File: src/rtl/note_envelope_pwm.sv
// Shapes a 1-bit square-wave tone with an ADSR envelope via PWM gating; gate is 2-FF synchronised.
// Latency: spk_out registered 1 cycle after tone_in, gate_in reaches the FSM in 2-3 cycles; no backpressure.
module note_envelope_pwm #(
    parameter int LEVEL_W       = 8,
    parameter int TICK_DIV      = 50000,
    parameter int ATTACK_STEP   = 8,
    parameter int DECAY_STEP    = 2,
    parameter int SUSTAIN_LEVEL = 160,
    parameter int RELEASE_STEP  = 4
) (
    input  logic               CLOCK_50,
    input  logic               RST_N,
    input  logic               tone_in,
    input  logic               gate_in,
    output logic               spk_out,
    output logic [LEVEL_W-1:0] env_level,
    output logic [1:0]         env_state,
    output logic               busy
);

    localparam int TICK_W = (TICK_DIV > 1) ? $clog2(TICK_DIV) : 1;
    localparam logic [TICK_W-1:0]  TICK_LAST = TICK_W'(TICK_DIV - 1);
    localparam logic [LEVEL_W-1:0] LMAX      = '1;
    localparam logic [LEVEL_W-1:0] SUS_L     = LEVEL_W'(SUSTAIN_LEVEL);
    localparam logic [LEVEL_W:0]   A_STEP    = (LEVEL_W+1)'(ATTACK_STEP);
    localparam logic [LEVEL_W:0]   D_STEP    = (LEVEL_W+1)'(DECAY_STEP);
    localparam logic [LEVEL_W:0]   R_STEP    = (LEVEL_W+1)'(RELEASE_STEP);

    typedef enum logic [2:0] {
        S_IDLE,
        S_ATTACK,
        S_DECAY,
        S_SUSTAIN,
        S_RELEASE
    } state_t;

    logic               gate_meta_q, gate_s_q;
    logic [TICK_W-1:0]  tick_cnt_q, tick_cnt_d;
    logic               tick;
    logic [LEVEL_W-1:0] pwm_cnt_q;
    logic [LEVEL_W-1:0] level_q;
    state_t             state_q;
    logic               spk_q;

    logic [LEVEL_W:0]   up_sum, dec_diff, rel_diff;
    logic [LEVEL_W-1:0] up_lvl, dec_lvl, rel_lvl;

    always_ff @(posedge CLOCK_50 or negedge RST_N) begin
        if (!RST_N) begin
            gate_meta_q <= 1'b0;
            gate_s_q    <= 1'b0;
        end else begin
            gate_meta_q <= gate_in;
            gate_s_q    <= gate_meta_q;
        end
    end

    assign tick       = (tick_cnt_q == TICK_LAST);
    assign tick_cnt_d = tick ? '0 : tick_cnt_q + TICK_W'(1);

    always_ff @(posedge CLOCK_50 or negedge RST_N) begin
        if (!RST_N) begin
            tick_cnt_q <= '0;
            pwm_cnt_q  <= '0;
            spk_q      <= 1'b0;
        end else begin
            tick_cnt_q <= tick_cnt_d;
            pwm_cnt_q  <= pwm_cnt_q + LEVEL_W'(1);
            spk_q      <= tone_in & (pwm_cnt_q < level_q);
        end
    end

    // Steps are taken one bit wider so overflow/underflow shows up in the MSB and saturates.
    always_comb begin
        up_sum   = {1'b0, level_q} + A_STEP;
        dec_diff = {1'b0, level_q} - D_STEP;
        rel_diff = {1'b0, level_q} - R_STEP;
        up_lvl   = up_sum[LEVEL_W] ? LMAX : up_sum[LEVEL_W-1:0];
        dec_lvl  = (dec_diff[LEVEL_W] || (dec_diff[LEVEL_W-1:0] < SUS_L)) ? SUS_L : dec_diff[LEVEL_W-1:0];
        rel_lvl  = rel_diff[LEVEL_W] ? '0 : rel_diff[LEVEL_W-1:0];
    end

    // Gate-driven transitions take priority over a coincident tick, so that tick applies no step.
    always_ff @(posedge CLOCK_50 or negedge RST_N) begin
        if (!RST_N) begin
            state_q <= S_IDLE;
            level_q <= '0;
        end else begin
            case (state_q)
                S_IDLE: begin
                    if (gate_s_q) state_q <= S_ATTACK;
                end
                S_ATTACK: begin
                    if (!gate_s_q) begin
                        state_q <= S_RELEASE;
                    end else if (tick) begin
                        level_q <= up_lvl;
                        if (up_lvl == LMAX) state_q <= S_DECAY;
                    end
                end
                S_DECAY: begin
                    if (!gate_s_q) begin
                        state_q <= S_RELEASE;
                    end else if (tick) begin
                        level_q <= dec_lvl;
                        if (dec_lvl == SUS_L) state_q <= S_SUSTAIN;
                    end
                end
                S_SUSTAIN: begin
                    if (!gate_s_q) state_q <= S_RELEASE;
                end
                S_RELEASE: begin
                    if (gate_s_q) begin
                        state_q <= S_ATTACK;
                    end else if (tick) begin
                        level_q <= rel_lvl;
                        if (rel_lvl == '0) state_q <= S_IDLE;
                    end
                end
                default: begin
                    state_q <= S_IDLE;
                    level_q <= '0;
                end
            endcase
        end
    end

    always_comb begin
        env_state = 2'd0;
        case (state_q)
            S_ATTACK:            env_state = 2'd1;
            S_DECAY, S_SUSTAIN:  env_state = 2'd2;
            S_RELEASE:           env_state = 2'd3;
            default:             env_state = 2'd0;
        endcase
    end

    assign env_level = level_q;
    assign busy      = (state_q != S_IDLE);
    assign spk_out   = spk_q;

endmodule

File: config.mk
export PLATFORM = sky130hd
export DESIGN_NAME = note_envelope_pwm
export DESIGN_NICKNAME = d
export VERILOG_FILES = /design/src/rtl/note_envelope_pwm.sv
export SDC_FILE = /design/constraint.sdc
export NUM_CORES = 1
export LEC_CHECK = 0
export ABC_CLOCK_PERIOD_IN_PS = 3300
export CAP_MARGIN = 10
export CORE_MARGIN = 4
export CORE_UTILIZATION = 55
export CTS_CLUSTER_SIZE = 40
export DETAILED_ROUTE_END_ITERATION = 10
export HOLD_SLACK_MARGIN = 0.1
export PLACE_DENSITY = 0.81
export SLEW_MARGIN = 0
export SYNTH_ARGS = -nofsm -noshare
export SYNTH_HDL_FRONTEND = slang
export SYNTH_SLANG_ARGS = --single-unit
File: constraint.sdc
create_clock -name CLOCK_50 -period 3.3 [get_ports CLOCK_50]
set_clock_uncertainty 0.15 [all_clocks]
set_input_delay 0.66 -clock CLOCK_50 [delete_from_list [all_inputs] [get_ports CLOCK_50]]
set_output_delay 0.66 -clock CLOCK_50 [all_outputs]
set_load 0.01 [all_outputs]
==> Word level (Yosys, flattened, before mapping) <==
Index checks and enable logic that the tools add are counted.
{ "totals": {"regBits": 38, "inputBits": 4, "output_inout_bits": 12, "word_cells": 69} }
{ "op_classes": {"addsub": 5, "n_lt_le_gt_ge": 2, "n_eq_ne": 21, "mux": 24, "n_bitwise": 2, "reduce_logical": 8} }
{ "op_table": {"columns": ["op", "n"], "rows": [
  ["$mux 8", 9],
  ["$mux 3", 11],
  ["$pmux 8 s4", 1],
  ["$ne 3x3->1 const B", 6],
  ["$add 16x1->16 const B", 1],
  ["$eq 16x16->1 const B", 1],
  ["$eq 8x8->1 const B", 2],
  ["$mux 16", 1],
  ["$ne 2x2->1 const B", 8],
  ["$pmux 3 s5", 1],
  ["$add 8x4->9 const B", 1],
  ["$sub 8x2->9 const B", 1],
  ["$sub 8x3->9 const B", 1],
  ["$add 8x1->8 const B", 1],
  ["$logic_not 8->1", 1],
  ["$lt 8x8->1", 1],
  ["$lt 8x8->1 const B", 1],
  ["$reduce_and 8->1", 1],
  ["$reduce_and 7->1", 1],
  ["$eq 3x2->1 const B", 2],
  ["$pmux 2 s3", 1],
  ["$reduce_or 2->1", 2],
  ["$eq 3x1->1 const B", 1],
  ["$eq 3x3->1 const B", 1],
  ["other kinds (5)", 5]
]} }

==> Longest topological paths before layout <==
{ "depth": {"depth_word": 9, "ltp_mapped": 9, "depth_no_buf": 8} }

==> Least setup slack after synthesis <==
OpenSTA, ideal clock, no wires.
{ "synth_timing": {"kind": "register -> register", "from": "reg level_q[4] (netlist: env_level[4])", "to": "reg state_q[2]", "setup_time_ps": 79, "arrival_ps": 2367, "required_ps": 3071, "path_slack_ps": 704, "stages_incl_launch_ff": 9, "path_buffers": 0, "synth_period_minus_slack_ps": 2596, "path_cell_list": "dfrtp_1 -> inv_1 -> ha_1 -> or2b_1 -> or4_1 -> o311ai_1 -> a41oi_1 -> a211oi_2 -> mux2i_1"} }
{ "synth_via": {"elab_chain_cells": 7, "word_cells_on_any_way": 15, "classes_between": "3 x add/sub; 1 x order compare; 5 x eq/ne; 3 x mux; 3 x reduce/logical"} }
{ "synth_lines": {"columns": ["element", "line_no", "source"], "rows": [
  ["start, declared", "41", "logic [LEVEL_W-1:0] level_q;"],
  ["start signal, assigned", "97", "level_q <= up_lvl;"],
  ["start signal, assigned", "105", "level_q <= dec_lvl;"],
  ["start signal, assigned", "116", "level_q <= rel_lvl;"],
  ["$sub 8x2->9", "76", "dec_diff = {1'b0, level_q} - D_STEP;"],
  ["$lt 8x8->1", "79", "dec_lvl = (dec_diff[LEVEL_W] || (dec_diff[LEVEL_W-1:0] < SUS_L)) ? SUS_L : dec_diff[LEVEL_W-1:0];"],
  ["$logic_or 1x1->1", "79", null],
  ["$mux 8", "79", null],
  ["$eq 8x8->1", "106", "if (dec_lvl == SUS_L) state_q <= S_SUSTAIN;"],
  ["$ne 3x3->1 (no line)", null, null],
  ["$reduce_and 8->1 (no line) *", null, null],
  ["end signal, assigned", "86", "state_q <= S_IDLE;"],
  ["end signal, assigned", "106", null],
  ["end signal, assigned", "110", "if (!gate_s_q) state_q <= S_RELEASE;"],
  ["end, declared", "42", "state_t state_q;"]
]} }
Every way passes the cells marked *; elsewhere a longest branch is shown, timed or not.
A chain may end at the register's enable or synchronous reset.

==> Final worst setup path <==
Ends and elaborated chain as after synthesis.

==> results.md <==
- Leakage: 1.20 nW
- Pre-CTS WS: 0.445 ns
- Min-Delay Path Class: flip-flop to flip-flop
- Vias after detailed routing: 2194
- Setup crit start kind: flip-flop
- GRT Util Overall: 22.0%
- Crit path from: env_level[4]
- Distinct cells, synth: 62
- Combinational share of power: 21.4%
- R2r worst-path depth: 8
- Main flop type after synthesis: dfrtp_1
- Cell row count: 24
- Post-CTS Setup Repair Bufs: 0
- Largest net degree at the start of global routing: 39
- CTS Root Cell: clkbuf_8
- P&R area growth vs syn: 10.0%
- Post-synthesis net count: 308
- Hold buffers post-CTS: 0
- CTS sink cnt: 38
- Post-synth EDFFs: 0
- Adder-Cell Fraction of Synth Area: 7.54%
- Mean Syn Cell Area: 8.92 um^2
- Grt ovf: 0
- Initial core utilization: 58.2%
- FF+latch count, synth: 38
- First-pass GRT wire length: 10400 um
- Chip height: 76.6 um
- Synth top area cells: dfrtp_1, ha_1, xnor2_1
- Max-cap violations: 0
- NetSw: 0.324 mW
- Clock share of power: 30.9%
- Post-CTS sizing: 0
- Yosys top cell area share: 36.8%
- Post-synthesis xor/xnor area fraction: 8.46%
- Post-Route Utilization: 64.0%
- # DRC: 0
- Final setup vio count: 0
- Mapped cell area: 2590 um^2
- Setup CP Type: flip-flop to flip-flop
- Core area: 4440 um^2
- Post-synth top area cell: dfrtp_1
- Pint: 0.748 mW
- Min Tclk post-route: 2.91 ns
- DRT antenna net count: 0
- CTS Buf Count: 5
- Peak VDD IR: 381 uV
- Port bufs: 15
- Reg2Reg Setup Slack: 0.39 ns
- Vias per cell: 6.15
- Part of the power in registers: 47.7%
- Clock transition at path regs: 0.07 ns
- R2r endpoint: state_q[2]
- RSZ-0062 raised after global routing: no
- Routability congestion estimate: 0.943
- Fin crit share: 88.2%
- F_max: 344 MHz
- Depth of the CTS H-tree: 2
- Mapped Cells: 290
- CP arrival: 2.98 ns
- Drt pass-1 iters: 4
- End point of the critical path: state_q[2]
- Final hold vios: 0
- Cell area power density: 377 nW/um^2
- Rel. slew slack: 45.6%
- Largest family of logic cells by synthesized area: simple AND/OR/NAND/NOR gates
- Synth Area in Compound Gates: 19.1%
- Final WL: 5860 um
- Number of diodes: 0
- Sequential share of the synthesized area: 36.8%
- First DRT Iteration DRCs: 230
- Worst-path maximum fanout: 10
- Die Outline Area: 5870 um^2
- WHS Path Cells: 0
- Mux cell area share after synthesis: 0.774%
- Critical Path End Type: flip-flop
- Post-Synth Simple-Gate Area: 23.0%
- Outcome: finished clean
- Die X: 76.6 um
- Max-slew violations: 0
- Final net count: 322
- CTS tree: built
- HPWL after DPL: 4320 um
- Setup tns final: 0 ns
- Sw Ratio: 30.2%
- Layout cells sized above 1: 6.89%
- Slew @ Worst Pin: 0.816 ns
- YS warnings: 0
- Ys async rst share: 100%
- Clk_lat worst skew: 0.29 ns
- I/O pins: 16
- Worst r2r src: env_level[4]
- Vias in the first global route: 2138
- Worst Setup Slack, final: 0.390 ns
- Clk buf depth: 2
- Initial antenna violation count: 0
- Critical Path RT: 3.37 ns
- Drt wl/cell: 16.4 um
-- through the flow --
stage	power, mW	cells	area, um^2	hold slack, ns
2_1_floorplan	0.666	290	2590	0.181
3_5_place_dp	0.748	349	2750	0.188
5_1_grt	1.14	357	2850	0.226
6_report	1.07	357	2850	0.208
3_3_place_gp	0.744	349	2750	0.184
4_1_cts	1.08	357	2850	0.211
-- power groups by stage --
stage	Sequential, mW	Clock, mW	Combinational [mW]
floorplan	0.496	0	0.170
global route	0.515	0.372	0.254
CTS	0.511	0.344	0.229
finish	0.512	0.331	0.229
detailed placement	0.521	0	0.228
global placement	0.520	0	0.224
-- flip-flops by register name, summed over array words and instances, names as in the netlist --
signal / flops
env_level: 8
gate_meta_q: 1
gate_s_q: 1
pwm_cnt_q: 8
spk_out: 1
state_q: 3
tick_cnt_q: 16
-- critical path, stage by stage (launching register included) --
cell and delay, ns:
dfrtp_1 0.45, inv_1 0.30, ha_1 0.28, or2b_1 0.30, or4_1 0.48, o311ai_1 0.09, a41oi_1 0.20, a211oi_2 0.36
mux2i_1 0.22
-- cell usage after synthesis, types with 3 or more instances --
cell	count
a21o_1	5
a21oi_1	14
a31oi_1	5
and3_1	6
and4_1	4
clkbuf_1	4
dfrtp_1	38
ha_1	14
inv_1	12
nand2_1	22
nand2b_1	5
nand3_1	14
nand3b_1	3
nor2_1	31
nor2b_1	5
nor3_1	3
o21ai_0	8
o21ai_1	6
o22ai_1	4
or2_2	3
xnor2_1	14
xor2_1	11
-- worst min-delay path by stage --
stage / from / slack, ns / to
2_1_floorplan: gate_meta_q / 0.18 / gate_s_q
6_report: gate_meta_q / 0.21 / gate_s_q
3_5_place_dp: gate_meta_q / 0.19 / gate_s_q
5_1_grt: gate_meta_q / 0.23 / gate_s_q
3_3_place_gp: gate_meta_q / 0.18 / gate_s_q
4_1_cts: gate_meta_q / 0.21 / gate_s_q
-- routing by layer --
metal  share of wire, %  GRT usage (%)
met1                 45           29.9
met2                 46           33.5
met3                6.5           4.85
met4                2.0           9.96
met5                  0              0
-- layout by cell type, fill, tap and decap left out, drive strengths merged, types with 5 or more instances in the layout --
master          n
xor2           11
o21ai          14
a21o            5
dfrtp          38
ha             14
xnor2          14
and3            6
clkdlybuf4s50  14
clkbuf          6
inv            14
a31oi           5
a21oi          16
nor2b           5
nor2           31
nand3          14
nand2b          5
nand2          22
-- layout make-up --
class / instances / area (um^2)
Clock inverter: 2 / 12.5
Timing Repair Buffer: 17 / 160
Sequential cell: 38 / 951
Inverter: 14 / 52.6
Clock buffer: 6 / 82.6
Fill cell: 372 / 1600
Multi-Input combinational cell: 228 / 1520
Tap cell: 52 / 65.1
-- cell families (layout without fill, tap and decap cells) --
kind of cell	count (synthesis)	in the layout
AND/OR/NAND/NOR	113	113
buffers and inverters	24	39
flip-flops	38	38
XOR/XNOR	25	25
multiplexers	2	2
AO/OA/AOI/OAI	72	72
adder cells (fa/ha/maj)	16	16
Power figures use the tool's default switching activity.
